$ cat config.mk
export PLATFORM = sky130hd
export DESIGN_NAME = k_scan_controller
export DESIGN_NICKNAME = d
export VERILOG_FILES = /design/src/rtl/k_dsp_pkg.sv /design/src/rtl/k_valid_delay.sv /design/src/rtl/k_scan_controller.sv
export SDC_FILE = /design/constraint.sdc
export NUM_CORES = 1
export LEC_CHECK = 0
export CAP_MARGIN = 10
export CORE_ASPECT_RATIO = 0.75
export CORE_MARGIN = 2
export CORE_UTILIZATION = 54
export CTS_BUF_LIST = sky130_fd_sc_hd__clkbuf_4 sky130_fd_sc_hd__clkbuf_8 sky130_fd_sc_hd__clkbuf_16
export DETAILED_ROUTE_END_ITERATION = 16
export PLACE_DENSITY_LB_ADDON = 0.12
export SETUP_SLACK_MARGIN = 0.02
export SLEW_MARGIN = 20
export SYNTH_ARGS = -nofsm -noshare
export SYNTH_HDL_FRONTEND = slang
export SYNTH_SLANG_ARGS = --single-unit
$ cat constraint.sdc
create_clock -name clk -period 4.52 [get_ports clk]
set_clock_uncertainty 0.05 [all_clocks]
set_input_delay 0.452 -clock clk [delete_from_list [all_inputs] [get_ports clk]]
set_output_delay 0.452 -clock clk [all_outputs]
set_load 0.02 [all_outputs]
$ cat src/rtl/k_dsp_pkg.sv
// Shared types and defaults for the K_DSP frame scan path.
// Scan FSM state encoding plus default buffer geometry and latency.
package k_dsp_pkg;

    typedef enum logic [1:0] {
        IDLE  = 2'd0,
        RUN   = 2'd1,
        FLUSH = 2'd2,
        DONE  = 2'd3
    } scan_state_t;

    localparam int K_DEPTH   = 240;
    localparam int K_WIDTH   = 8;
    localparam int K_DEPTH_W = 8;
    localparam int K_WIDTH_W = 3;
    localparam int K_RD_LAT  = 2;

    // Bits needed to count 0..lat-1 (at least one bit).
    function automatic int flush_cnt_w(input int lat);
        return (lat < 2) ? 1 : $clog2(lat);
    endfunction

endpackage

$ cat src/rtl/k_valid_delay.sv
// Fixed-latency shift register aligning read strobes with buffer data.
// Sync clear drops every in-flight entry, including the one entering.
module k_valid_delay #(
    parameter int LAT = 2,
    parameter int DW  = 1
) (
    input  logic          clk,
    input  logic          rst,
    input  logic          clr,
    input  logic [DW-1:0] din,
    output logic [DW-1:0] dout
);

    logic [LAT-1:0][DW-1:0] sr;

    // Shift every cycle; stalls never freeze in-flight strobes.
    always_ff @(posedge clk or posedge rst) begin
        if (rst) begin
            sr <= '0;
        end else if (clr) begin
            sr <= '0;
        end else begin
            sr[0] <= din;
            for (int i = 1; i < LAT; i++) begin
                sr[i] <= sr[i-1];
            end
        end
    end

    assign dout = sr[LAT-1];

endmodule

$ cat src/rtl/k_scan_controller.sv
// Frame scan sequencer for the K_DSP sample buffer.
// Define K_SCAN_LAST_EN to add the row_last / frame_last outputs.
module k_scan_controller
    import k_dsp_pkg::*;
#(
    parameter int DEPTH   = K_DEPTH,
    parameter int WIDTH   = K_WIDTH,
    parameter int DEPTH_W = K_DEPTH_W,
    parameter int WIDTH_W = K_WIDTH_W,
    parameter int RD_LAT  = K_RD_LAT
) (
    input  logic               clk,
    input  logic               rst,
    input  logic               start,
    input  logic               stall,
    input  logic               abort,
    output logic               busy,
    output logic               done,
    output logic               rd_en,
    output logic [WIDTH_W-1:0] address_width,
    output logic [DEPTH_W-1:0] address_depth,
    output logic               data_valid
`ifdef K_SCAN_LAST_EN
    ,
    output logic               row_last,
    output logic               frame_last
`endif
);

    localparam int CW = flush_cnt_w(RD_LAT);
`ifdef K_SCAN_LAST_EN
    localparam int DW = 3;
`else
    localparam int DW = 1;
`endif

    scan_state_t   state;
    logic [CW-1:0] fcnt;
    logic          depth_end;
    logic          row_end;
    logic          frame_end;
    logic          in_frame;
    logic          clr;
    logic [DW-1:0] dly_in;
    logic [DW-1:0] dly_out;

    assign depth_end = (address_depth == DEPTH_W'(DEPTH - 1));
    assign row_end   = (address_width == WIDTH_W'(WIDTH - 1));
    assign frame_end = depth_end & row_end;
    assign in_frame  = (state == RUN) | (state == FLUSH);

    // A cancelled cycle issues no read; its strobe would be flushed anyway.
    assign rd_en = (state == RUN) & ~stall & ~abort;
    assign clr   = abort & in_frame;

`ifdef K_SCAN_LAST_EN
    assign dly_in     = {rd_en & frame_end, rd_en & depth_end, rd_en};
    assign data_valid = dly_out[0];
    assign row_last   = dly_out[1];
    assign frame_last = dly_out[2];
`else
    assign dly_in     = rd_en;
    assign data_valid = dly_out[0];
`endif

    k_valid_delay #(
        .LAT (RD_LAT),
        .DW  (DW)
    ) u_dly (
        .clk  (clk),
        .rst  (rst),
        .clr  (clr),
        .din  (dly_in),
        .dout (dly_out)
    );

    // Scan FSM, index counters, drain counter and handshake outputs.
    always_ff @(posedge clk or posedge rst) begin
        if (rst) begin
            state         <= IDLE;
            busy          <= 1'b0;
            done          <= 1'b0;
            fcnt          <= '0;
            address_width <= '0;
            address_depth <= '0;
        end else begin
            done <= 1'b0;
            unique case (state)
                IDLE: begin
                    if (start) begin
                        state         <= RUN;
                        busy          <= 1'b1;
                        address_width <= '0;
                        address_depth <= '0;
                    end
                end
                RUN: begin
                    if (abort) begin
                        state         <= IDLE;
                        busy          <= 1'b0;
                        address_width <= '0;
                        address_depth <= '0;
                    end else if (!stall) begin
                        if (frame_end) begin
                            state         <= FLUSH;
                            fcnt          <= '0;
                            address_width <= '0;
                            address_depth <= '0;
                        end else if (depth_end) begin
                            address_depth <= '0;
                            address_width <= address_width + 1'b1;
                        end else begin
                            address_depth <= address_depth + 1'b1;
                        end
                    end
                end
                FLUSH: begin
                    if (abort) begin
                        state <= IDLE;
                        busy  <= 1'b0;
                    end else if (fcnt == CW'(RD_LAT - 1)) begin
                        state <= DONE;
                        busy  <= 1'b0;
                        done  <= 1'b1;
                    end else begin
                        fcnt <= fcnt + 1'b1;
                    end
                end
                DONE: begin
                    state <= IDLE;
                end
                default: begin
                    state <= IDLE;
                    busy  <= 1'b0;
                end
            endcase
        end
    end

endmodule
After elaboration in Yosys (flattened, before gate mapping)
Index checks and enable logic that the tools add are counted.
{"block": "word_totals", "ramBits": 0, "register_bits": 18, "mem_bits_ro": 0, "memories": 0, "latchBits": 0, "inputBits": 5, "word_cells": 76}
{"block": "classes", "multipliers": 0, "magnitude_cmp": 0, "n_bitwise": 7, "addsub": 3, "n_eq_ne": 15, "shifts": 0, "div": 0, "n_reduce_logical": 9, "n_mux": 34}
{"cell": "two-way mux 8 bit", "count": 5}
{"cell": "one-hot mux 8 bit (2 select lines)", "count": 1}
{"cell": "two-way mux 3 bit", "count": 5}
{"cell": "two-way mux 2 bit", "count": 7}
{"cell": "two-way mux 1 bit", "count": 12}
{"cell": "inequality test 2 bit (second input constant)", "count": 6}
{"cell": "AND reduction 4 bit", "count": 3}
{"cell": "inequality test 3 bit (second input constant)", "count": 3}
{"cell": "adder 8 x 1 -> 8 bit (second input constant)", "count": 1}
{"cell": "== test 8 bit (second input constant)", "count": 1}
{"cell": "one-hot mux 2 bit (4 select lines)", "count": 1}
{"cell": "one-hot mux 3 bit (2 select lines)", "count": 1}
{"cell": "AND reduction 5 bit", "count": 1}
{"cell": "AND 1 bit", "count": 4}
{"cell": "== test 2 bit (second input constant)", "count": 2}
{"cell": "inequality test 4 bit (second input constant)", "count": 1}
{"cell": "nonzero test 2 bit", "count": 2}
{"cell": "adder 3 x 1 -> 3 bit (second input constant)", "count": 1}
{"cell": "== test 3 bit (second input constant)", "count": 1}
{"cell": "one-hot mux 1 bit (3 select lines)", "count": 1}
{"cell": "AND reduction 3 bit", "count": 1}
{"cell": "nonzero test 3 bit", "count": 1}
{"cell": "== test 2 x 1 -> 1 bit (second input constant)", "count": 1}
{"cell": "zero test 2 bit", "count": 1}
{"cell": "other kinds (4)", "count": 5}

Depth between registers and ports, before layout
Gate-level depths: netlist of run 1.
{"block": "depth", "ltp_word": 6, "depth_mapped": 7, "mapped_depth_nobuf": 6}

Hierarchy
A second synthesis of run 1 with hierarchy kept.
{"block": "unflattened", "hier_cells": 103, "hier_area_um2": 1029.7}
{"mod": "k_scan_controller", "cells_each": 98, "seq_area_each_um2": 400.4, "n_inst": 1, "area_each_um2": 963.4}
{"mod": "k_valid_delay", "cells_each": 5, "seq_area_each_um2": 50.0, "n_inst": 1, "area_each_um2": 66.3}

Least setup slack after synthesis of run 1
No wires, ideal clock.
{"block": "synth_timing", "path_type": "flip-flop to flip-flop", "from": "register state[0]", "to": "register address_depth[7]", "period_less_slack_ns": 1.873, "setup_time_ns": 0.074, "path_buffers": 0, "arrival_time_ns": 1.749, "path_stages_with_launch": 6, "path_slack_ns": 2.647, "path_cell_list": "dfrtp_1 ha_1 and3b_4 or2_4 or4_4 a21oi_2"}
{"block": "synth_between", "elab_chain_cells": 3, "word_cells_on_any_way": 7}
{"item": "start: declaration", "line_no": "k_scan_controller.sv:37", "text": "scan_state_t state;"}
{"item": "start signal: assignment", "line_no": "k_scan_controller.sv:80", "text": "state <= IDLE;"}
{"item": "start signal: assignment", "line_no": "k_scan_controller.sv:91", "text": "state <= RUN;"}
{"item": "start signal: assignment", "line_no": "k_scan_controller.sv:99", "text": "state <= IDLE;"}
{"item": "== test 2 x 1 -> 1 bit or zero test 2 bit (tied branches)", "line_no": "k_scan_controller.sv:88", "text": "unique case (state)"}
{"item": "inequality test 3 bit (no source line) (tied with other cells)"}
{"item": "AND reduction 3 bit (no source line)"}
{"item": "end signal: assignment", "line_no": "k_scan_controller.sv:113", "text": "address_depth <= address_depth + 1'b1;"}
{"item": "end: declaration", "line_no": "k_scan_controller.sv:21", "text": "output logic [DEPTH_W-1:0] address_depth,"}
Parallel ways exist; a longest one is shown, timed or not.
A chain may end at the register's enable or synchronous reset.

Worst setup path after layout of run 1
{"block": "layout_timing", "from": "register state[1]", "to": "output rd_en"}
{"block": "layout_between", "elab_chain_cells": 3}
{"item": "== test 2 x 1 -> 1 bit", "line_no": "k_scan_controller.sv:53", "text": "assign rd_en = (state == RUN) & ~stall & ~abort;"}
{"item": "AND 1 bit (2 in a row)", "line_no": "k_scan_controller.sv:53"}
{"item": "end: declaration", "line_no": "k_scan_controller.sv:19", "text": "output logic rd_en,"}
Every way passes these cells.

==> summary.md, run 1 <==
| Metric | Value |
|---|---|
| CTS tree | `done` |
| Combinational Power Share | `50.3%` |
| GRT Resource Usage Total | `23.9%` |
| Final Setup Violations | `0` |
| Area grow syn2layout | `22.9%` |
| #FFs+latches synth | `18` |
| Most common cell in the netlist | `dfrtp_1` |
| Share of post-route cells with drive strength above 1 | `6.61%` |
| Final Instance Area | `0.00125 mm^2` |
| Synth top area share | `44.3%` |
| Top cells by count, synth | `dfrtp_1, nor2_1, ha_1` |
| Vias in the first global route | `825` |
| Period utilization | `57.1%` |
| Slew HR | `53.0%` |
| Resize count post-CTS | `0` |
| Compound-Gate Fraction of Synth Area | `15.5%` |
| HPWL after DPL | `1740 um` |
| Critical Path Sink Type | `primary output` |
| Ports | `20` |
| Util after Layout | `71.2%` |
| Max-cap violation count | `0` |
| Clk slew on worst S/H paths | `0.09 ns` |
| Initial Util | `57.9%` |
| Reg power frac | `37.3%` |
| Synth Warn # | `0` |
| Die Ht | `41.6 um` |
| Hold_buf cts | `0` |
| Slew Viols, Final | `0` |
| Core Region | `0.00176 mm^2` |
| Pleak | `0.000554 uW` |
| Overall Power | `630 uW` |
| Clock power frac | `12.4%` |
| Row count | `13` |
| Data required time of the critical path | `4.02 ns` |
| Startpoint Class | `register` |
| Post-DR wirelength/cell | `16.5 um` |
| First-pass GRT wire length | `3860 um` |
| Post-synthesis adder-cell area fraction | `8.61%` |
| Mux cell area share after synthesis | `3.08%` |
| Register area share after synthesis | `44.3%` |
| Worst min-delay path class | `reg2reg` |
| Sw Share | `42.9%` |
| Simple-gate area share of the yosys netlist | `22.1%` |
| DR vias | `903` |
| Maximum vdd drop | `0.335 mV` |
| DRC | `0` |
| Syn avg cell area | `10.1 um^2` |
| Final hold slack | `0.471 ns` |
| Via density | `6.31` |
| CTS sink count | `18` |
| Ant diodes | `0` |
| Layout Nets | `135` |
| FFs w/ async S/R, synth | `100%` |
| DIE WIDTH | `54.1 um` |
| Top FF cell, synth | `dfrtp_1` |
| Final GP Congestion | `0.923` |
| H-tree depth | `1` |
| CTS Root Cell | `clkbuf_4` |
| Main combinational cell family by area after synthesis | `simple AND/OR/NAND/NOR gates` |
| Total grt overflow | `0` |
| RSZ-0062 raised after global routing | `false` |
| Area contributors post-synth | `dfrtp_1, ha_1, o31ai_1` |
| Status | `finished clean` |
| Synth Area in XOR/XNOR | `3.44%` |
| Count of cell types in the netlist | `34` |
| Synth Instances | `101` |
| Arrival time at the worst endpoint | `2.08 ns` |
| Worst skew pair latency | `0.29 ns` |
| Clock buffer depth | `2` |
| Critical Path Fanout Max | `8` |
| Synthesized Nets | `113` |
| Final hold vios | `0` |
| P_sw | `270 uW` |
| Internal | `360 uW` |
| Initial antenna violation count | `0` |
| Total negative slack | `0 ns` |
| Total wire length | `2360 um` |
| Final min period | `2.58 ns` |
| Max Fclk | `388 MHz` |
| Top cell type by total area after synthesis | `dfrtp_1` |
| Post-Syn Area | `0.00102 mm^2` |
| Post-synth EDFFs | `0` |
| Largest net degree at the start of global routing | `19` |
| Number of DRC markers in iteration 0 | `37` |
| Post-CTS Repair Setup Buffers | `0` |
| Post-DP Area | `0.00123 mm^2` |
| IO Port Bufs | `19` |
| Drt first pass iters | `5` |
| Power density over the cells | `504 mW/mm^2` |
| Post-DRT Antenna Nets | `0` |
| Die area | `0.00225 mm^2` |
| Filler Cells Inserted | `141` |
| Total CTS buffers | `3` |
| Critical path type | `reg2out` |
| Slew @ Worst Pin | `0.704 ns` |
kinds of logic after synthesis:
logic type,count (synthesis)
buffers and inverters,8
and+or+nand+nor,38
xor gates and xnor gates,4
DFF,18
muxes,3
AOI/OAI and AO/OA,23
adders and majority gates,7
cell type report:
cell class                      instances  area (um^2)  area share (%)
Inverter                                6         22.5            1.80
Tap cell                               22         27.5            2.20
Timing Repair Buffer                   19          190            15.2
Multi-Input combinational cell         75          537            42.9
Clock buffer                            3         22.5            1.80
Sequential cell                        18          450            36.0
critical path, stage by stage (launching register included):
cell             delay, ns
dfrtp_1               0.41
inv_1                 0.10
ha_1                  0.29
nand2b_1              0.22
nor2_1                0.15
clkdlybuf4s50_1       0.63
worst paths after layout:
path                                            from                            to  slack (ns)  depth (start not counted)
worst max-delay path            state[1]$_DFFE_PP0P_                         rd_en        1.94                          5
worst min-delay path                busy$_DFFE_PP0P_              busy$_DFFE_PP0P_        0.47                          2
worst max register to register  state[1]$_DFFE_PP0P_  address_depth[7]$_DFFE_PP0P_        2.38                          6
worst min register to register      busy$_DFFE_PP0P_              busy$_DFFE_PP0P_        0.47                          2
max in group asynchronous                        rst  address_depth[6]$_DFFE_PP0P_        3.45                          2
min in group asynchronous                        rst  address_depth[4]$_DFFE_PP0P_        0.52                          2
routing by layer:
layer  up-vias  part of all wire (%)  GRT usage, %
met5         -                     0             0
met4         0                   1.3          7.50
met3         7                   8.4          8.63
met2        63                    44          32.4
met1       429                    46          35.2
li1        404                     -             -
through the flow:
step           worst slack (ns)  cells
2_1_floorplan              2.65    101
3_3_place_gp               2.09    140
3_5_place_dp               2.03    140
4_1_cts                    1.95    143
5_1_grt                    1.78    143
6_report                   1.94    143
power groups by stage:
stage	clock network [uW]	logic (uW)	registers, uW
after floorplan	0	189	255
after global placement	0	300	234
after detailed placement	0	312	236
after CTS	80.4	314	234
after global routing	89.9	349	239
final	77.9	317	235
registers in the layout, summed over array words and instances, names as in the netlist:
| signal | flops |
|---|---|
| u_dly.dout | 1 |
| u_dly.sr | 1 |
| address_depth | 8 |
| done | 1 |
| state | 2 |
| address_width | 3 |
| fcnt | 1 |
| busy | 1 |
placed cells by master, fill, tap and decap left out, drive strengths merged, types with 2 or more instances in the layout:
master / synthesis / routed
ha: 7 / 7
a21boi: 2 / 2
nor3b: 2 / 2
clkdlybuf4s50: 0 / 19
nand2b: 4 / 4
inv: 6 / 6
o21ai: 5 / 5
and2b: 2 / 2
dfrtp: 18 / 18
a21oi: 4 / 4
nand2: 6 / 6
xnor2: 4 / 4
nor4b: 2 / 2
mux2i: 2 / 2
o31ai: 6 / 6
nor2: 9 / 9
nand4: 2 / 2
clkbuf: 2 / 3
nand3: 3 / 3
(Power assumes the default switching activity.)
==> inputs of run 2 (changes only) <==
--- a/config.mk
+++ b/config.mk
@@ -8,7 +8,7 @@
 export CAP_MARGIN = 10
 export CORE_ASPECT_RATIO = 0.75
 export CORE_MARGIN = 2
-export CORE_UTILIZATION = 54
+export CORE_UTILIZATION = 50
 export CTS_BUF_LIST = sky130_fd_sc_hd__clkbuf_4 sky130_fd_sc_hd__clkbuf_8 sky130_fd_sc_hd__clkbuf_16
 export DETAILED_ROUTE_END_ITERATION = 16
 export PLACE_DENSITY_LB_ADDON = 0.12
==> constraint.sdc (replaced) <==
create_clock -name clk -period 2.6 [get_ports clk]
set_clock_uncertainty 0.05 [all_clocks]
set_input_delay 0.26 -clock clk [delete_from_list [all_inputs] [get_ports clk]]
set_output_delay 0.26 -clock clk [all_outputs]
set_load 0.02 [all_outputs]
==> summary.md, run 2 (synthesized netlist as in run 1, its figures left out) <==
| Metric | Value |
|---|---|
| Status | `finished clean` |
| Core Region | `0.00196 mm^2 (+12%)` |
| Commonest non-fill, non-tap cells in the layout | `clkdlybuf4s50_1, dfrtp_1, nor2_1` |
| HPWL after DPL | `1630 um (-6.5%)` |
| Post-DR wirelength/cell | `14.8 um (-10%)` |
| Clk slew on worst S/H paths | `0.09 ns (about the same)` |
| Placement Setup Slack | `0.443 ns (-1.59 ns)` |
| Worst R2R Path Depth | `6 (unchanged)` |
| Die Ht | `43.1 um (+3.5%)` |
| R2r setup slk | `0.51 ns (-1.87 ns)` |
| Slew Viols, Final | `0 (unchanged)` |
| Total negative slack | `0 ns (unchanged)` |
| DRC | `0 (unchanged)` |
| DR vias | `836 (-7.4%)` |
| Commonest non-fill, non-tap cell in the layout | `clkdlybuf4s50_1` |
| Post-DRT Antenna Nets | `0 (unchanged)` |
| Share of post-route cells with drive strength above 1 | `6.61% (unchanged)` |
| Critical Path Sink Type | `primary output` |
| CTS Root Cell | `clkbuf_4` |
| Area grow syn2layout | `23.1%` |
| Hold_buf cts | `0 (unchanged)` |
| Vias in the first global route | `793 (-3.9%)` |
| Pleak | `0.000554 uW (unchanged)` |
| Final hold vios | `0 (unchanged)` |
| Startpoint Class | `register` |
| Final GP Congestion | `0.829 (-10%)` |
| Row count | `14 (+1)` |
| Worst skew pair latency | `0.29 ns (about the same)` |
| Ant diodes | `0 (unchanged)` |
| Reg2reg start | `state[1]$_DFFE_PP0P_` |
| Critical path type | `reg2out` |
| Number of DRC markers in iteration 0 | `22 (-41%)` |
| Via density | `5.77 (-8.7%)` |
| Power density over the cells | `859 mW/mm^2 (+70%)` |
| Initial Util | `51.8% (-6.1 points)` |
| Maximum vdd drop | `0.673 mV (+100%)` |
| End of the worst register-to-register path | `address_depth[7]$_DFFE_PP0P_` |
| Arrival time at the worst endpoint | `2.05 ns (-0.03 ns)` |
| Data required time of the critical path | `2.29 ns (-1.73 ns)` |
| Layout Nets | `135 (unchanged)` |
| Die area | `0.00241 mm^2 (+7.3%)` |
| Slew @ Worst Pin | `0.692 ns (-0.0118 ns)` |
| Period utilization | `90.6%` |
| Max reg flops | `8 (unchanged)` |
| Slew HR | `53.8% (+0.79 points)` |
| Worst min-delay path class | `in2async` |
| Initial antenna violation count | `0 (unchanged)` |
| Total CTS buffers | `3 (unchanged)` |
| Post-Layout Cell Count | `145 (+1.4%)` |
| Total grt overflow | `0 (unchanged)` |
| Clock buffer depth | `2 (unchanged)` |
| Most flops, register | `address_depth` |
| Critical Path Fanout Max | `8 (unchanged)` |
| Post-CTS Repair Setup Buffers | `0 (unchanged)` |
| Total wire length | `2150 um (-8.7%)` |
| Final min period | `2.36 ns` |
| IO Port Bufs | `19 (unchanged)` |
| Post-route setup slack | `0.244 ns (-1.70 ns)` |
| Final Setup Violations | `0 (unchanged)` |
| Resize count post-CTS | `0 (unchanged)` |
| GRT Resource Usage Total | `19.9% (-4.0 points)` |
| DIE WIDTH | `56.1 um (+3.6%)` |
| Max Fclk | `424 MHz` |
| Number of instances in the placed design | `142 (+1.4%)` |
| Drt first pass iters | `4 (-1)` |
| H-tree depth | `1 (unchanged)` |
| CTS sink count | `18 (unchanged)` |
| Max-cap violation count | `0 (unchanged)` |
| RSZ-0062 raised after global routing | `false` |
| Largest net degree at the start of global routing | `19 (unchanged)` |
| Ports | `20 (unchanged)` |
| First-pass GRT wire length | `3640 um (-5.7%)` |
| CTS tree | `done` |
| Largest regs | `address_depth x8, address_width x3, state x2` |
## run 2: cell counts in the layout (fill, tap and decap cells not counted)
Identical to the previous run, type by type.
## run 2: where the power goes
| part | internal, uW | switching (uW) | leakage [uW] |
|---|---|---|---|
| logic | 228 | 312 | 0.000297 |
| clock network | 54.0 | 80.5 | 0.0000138 |
| registers | 344 | 59.0 | 0.000243 |
## run 2: final cells by class
| type | instances | area, um^2 |
|---|---|---|
| Multi-Input combinational cell | 75 | 537 |
| Tap cell | 24 | 30.0 |
| Fill cell | 188 | 709 |
| Inverter | 6 | 22.5 |
| Sequential cell | 18 | 450 |
| Clock buffer | 3 | 22.5 |
| Timing Repair Buffer | 19 | 190 |
## run 2: worst max path at each step
stage	endpoint	start	slack [ns]	depth (start not counted)
4_1_cts	rd_en	state[1]$_DFFE_PP0P_	0.23	5
2_1_floorplan	address_depth[7]$_DFFE_PP0P_	state[0]$_DFFE_PP0P_	0.73	5
5_1_grt	rd_en	state[1]$_DFFE_PP0P_	0.08	5
3_5_place_dp	address_depth[7]$_DFFE_PP0P_	abort	0.44	5
6_report	rd_en	state[1]$_DFFE_PP0P_	0.24	5
3_3_place_gp	address_depth[7]$_DFFE_PP0P_	abort	0.47	5
## run 2: critical path, cell delays in order (launching register included)
cell and delay, ns:
dfrtp_1 0.41, inv_1 0.10, ha_1 0.28, nand2b_1 0.22, nor2_1 0.13, clkdlybuf4s50_1 0.61
## run 2: metal layers
layer  part of all wire [%]  global-route usage, %
met1                     49                   27.0
met2                     44                   30.6
met3                    6.2                   6.71
met4                   0.56                   5.71
met5                      0                      0
## run 2: through the flow
stage               hold WS, ns  utilization [%]  instance area, um^2  power [uW]
finish                    0.319             63.8                 1250        1080
global route              0.379             63.8                 1250        1160
CTS                       0.340             63.8                 1250        1080
detailed placement        0.449             62.7                 1230         941
global placement          0.437             62.7                 1230         928
floorplan                 0.149                -                 1020         771
==> inputs of run 3 (changes only) <==
--- a/config.mk
+++ b/config.mk
@@ -10,6 +10,7 @@
 export CORE_MARGIN = 2
 export CORE_UTILIZATION = 50
 export CTS_BUF_LIST = sky130_fd_sc_hd__clkbuf_4 sky130_fd_sc_hd__clkbuf_8 sky130_fd_sc_hd__clkbuf_16
+export CTS_CLUSTER_SIZE = 40
 export DETAILED_ROUTE_END_ITERATION = 16
 export PLACE_DENSITY_LB_ADDON = 0.12
 export SETUP_SLACK_MARGIN = 0.02
==> results of run 3 <==
Same layout as run 2: the final DEF is identical, and so are final timing and power.
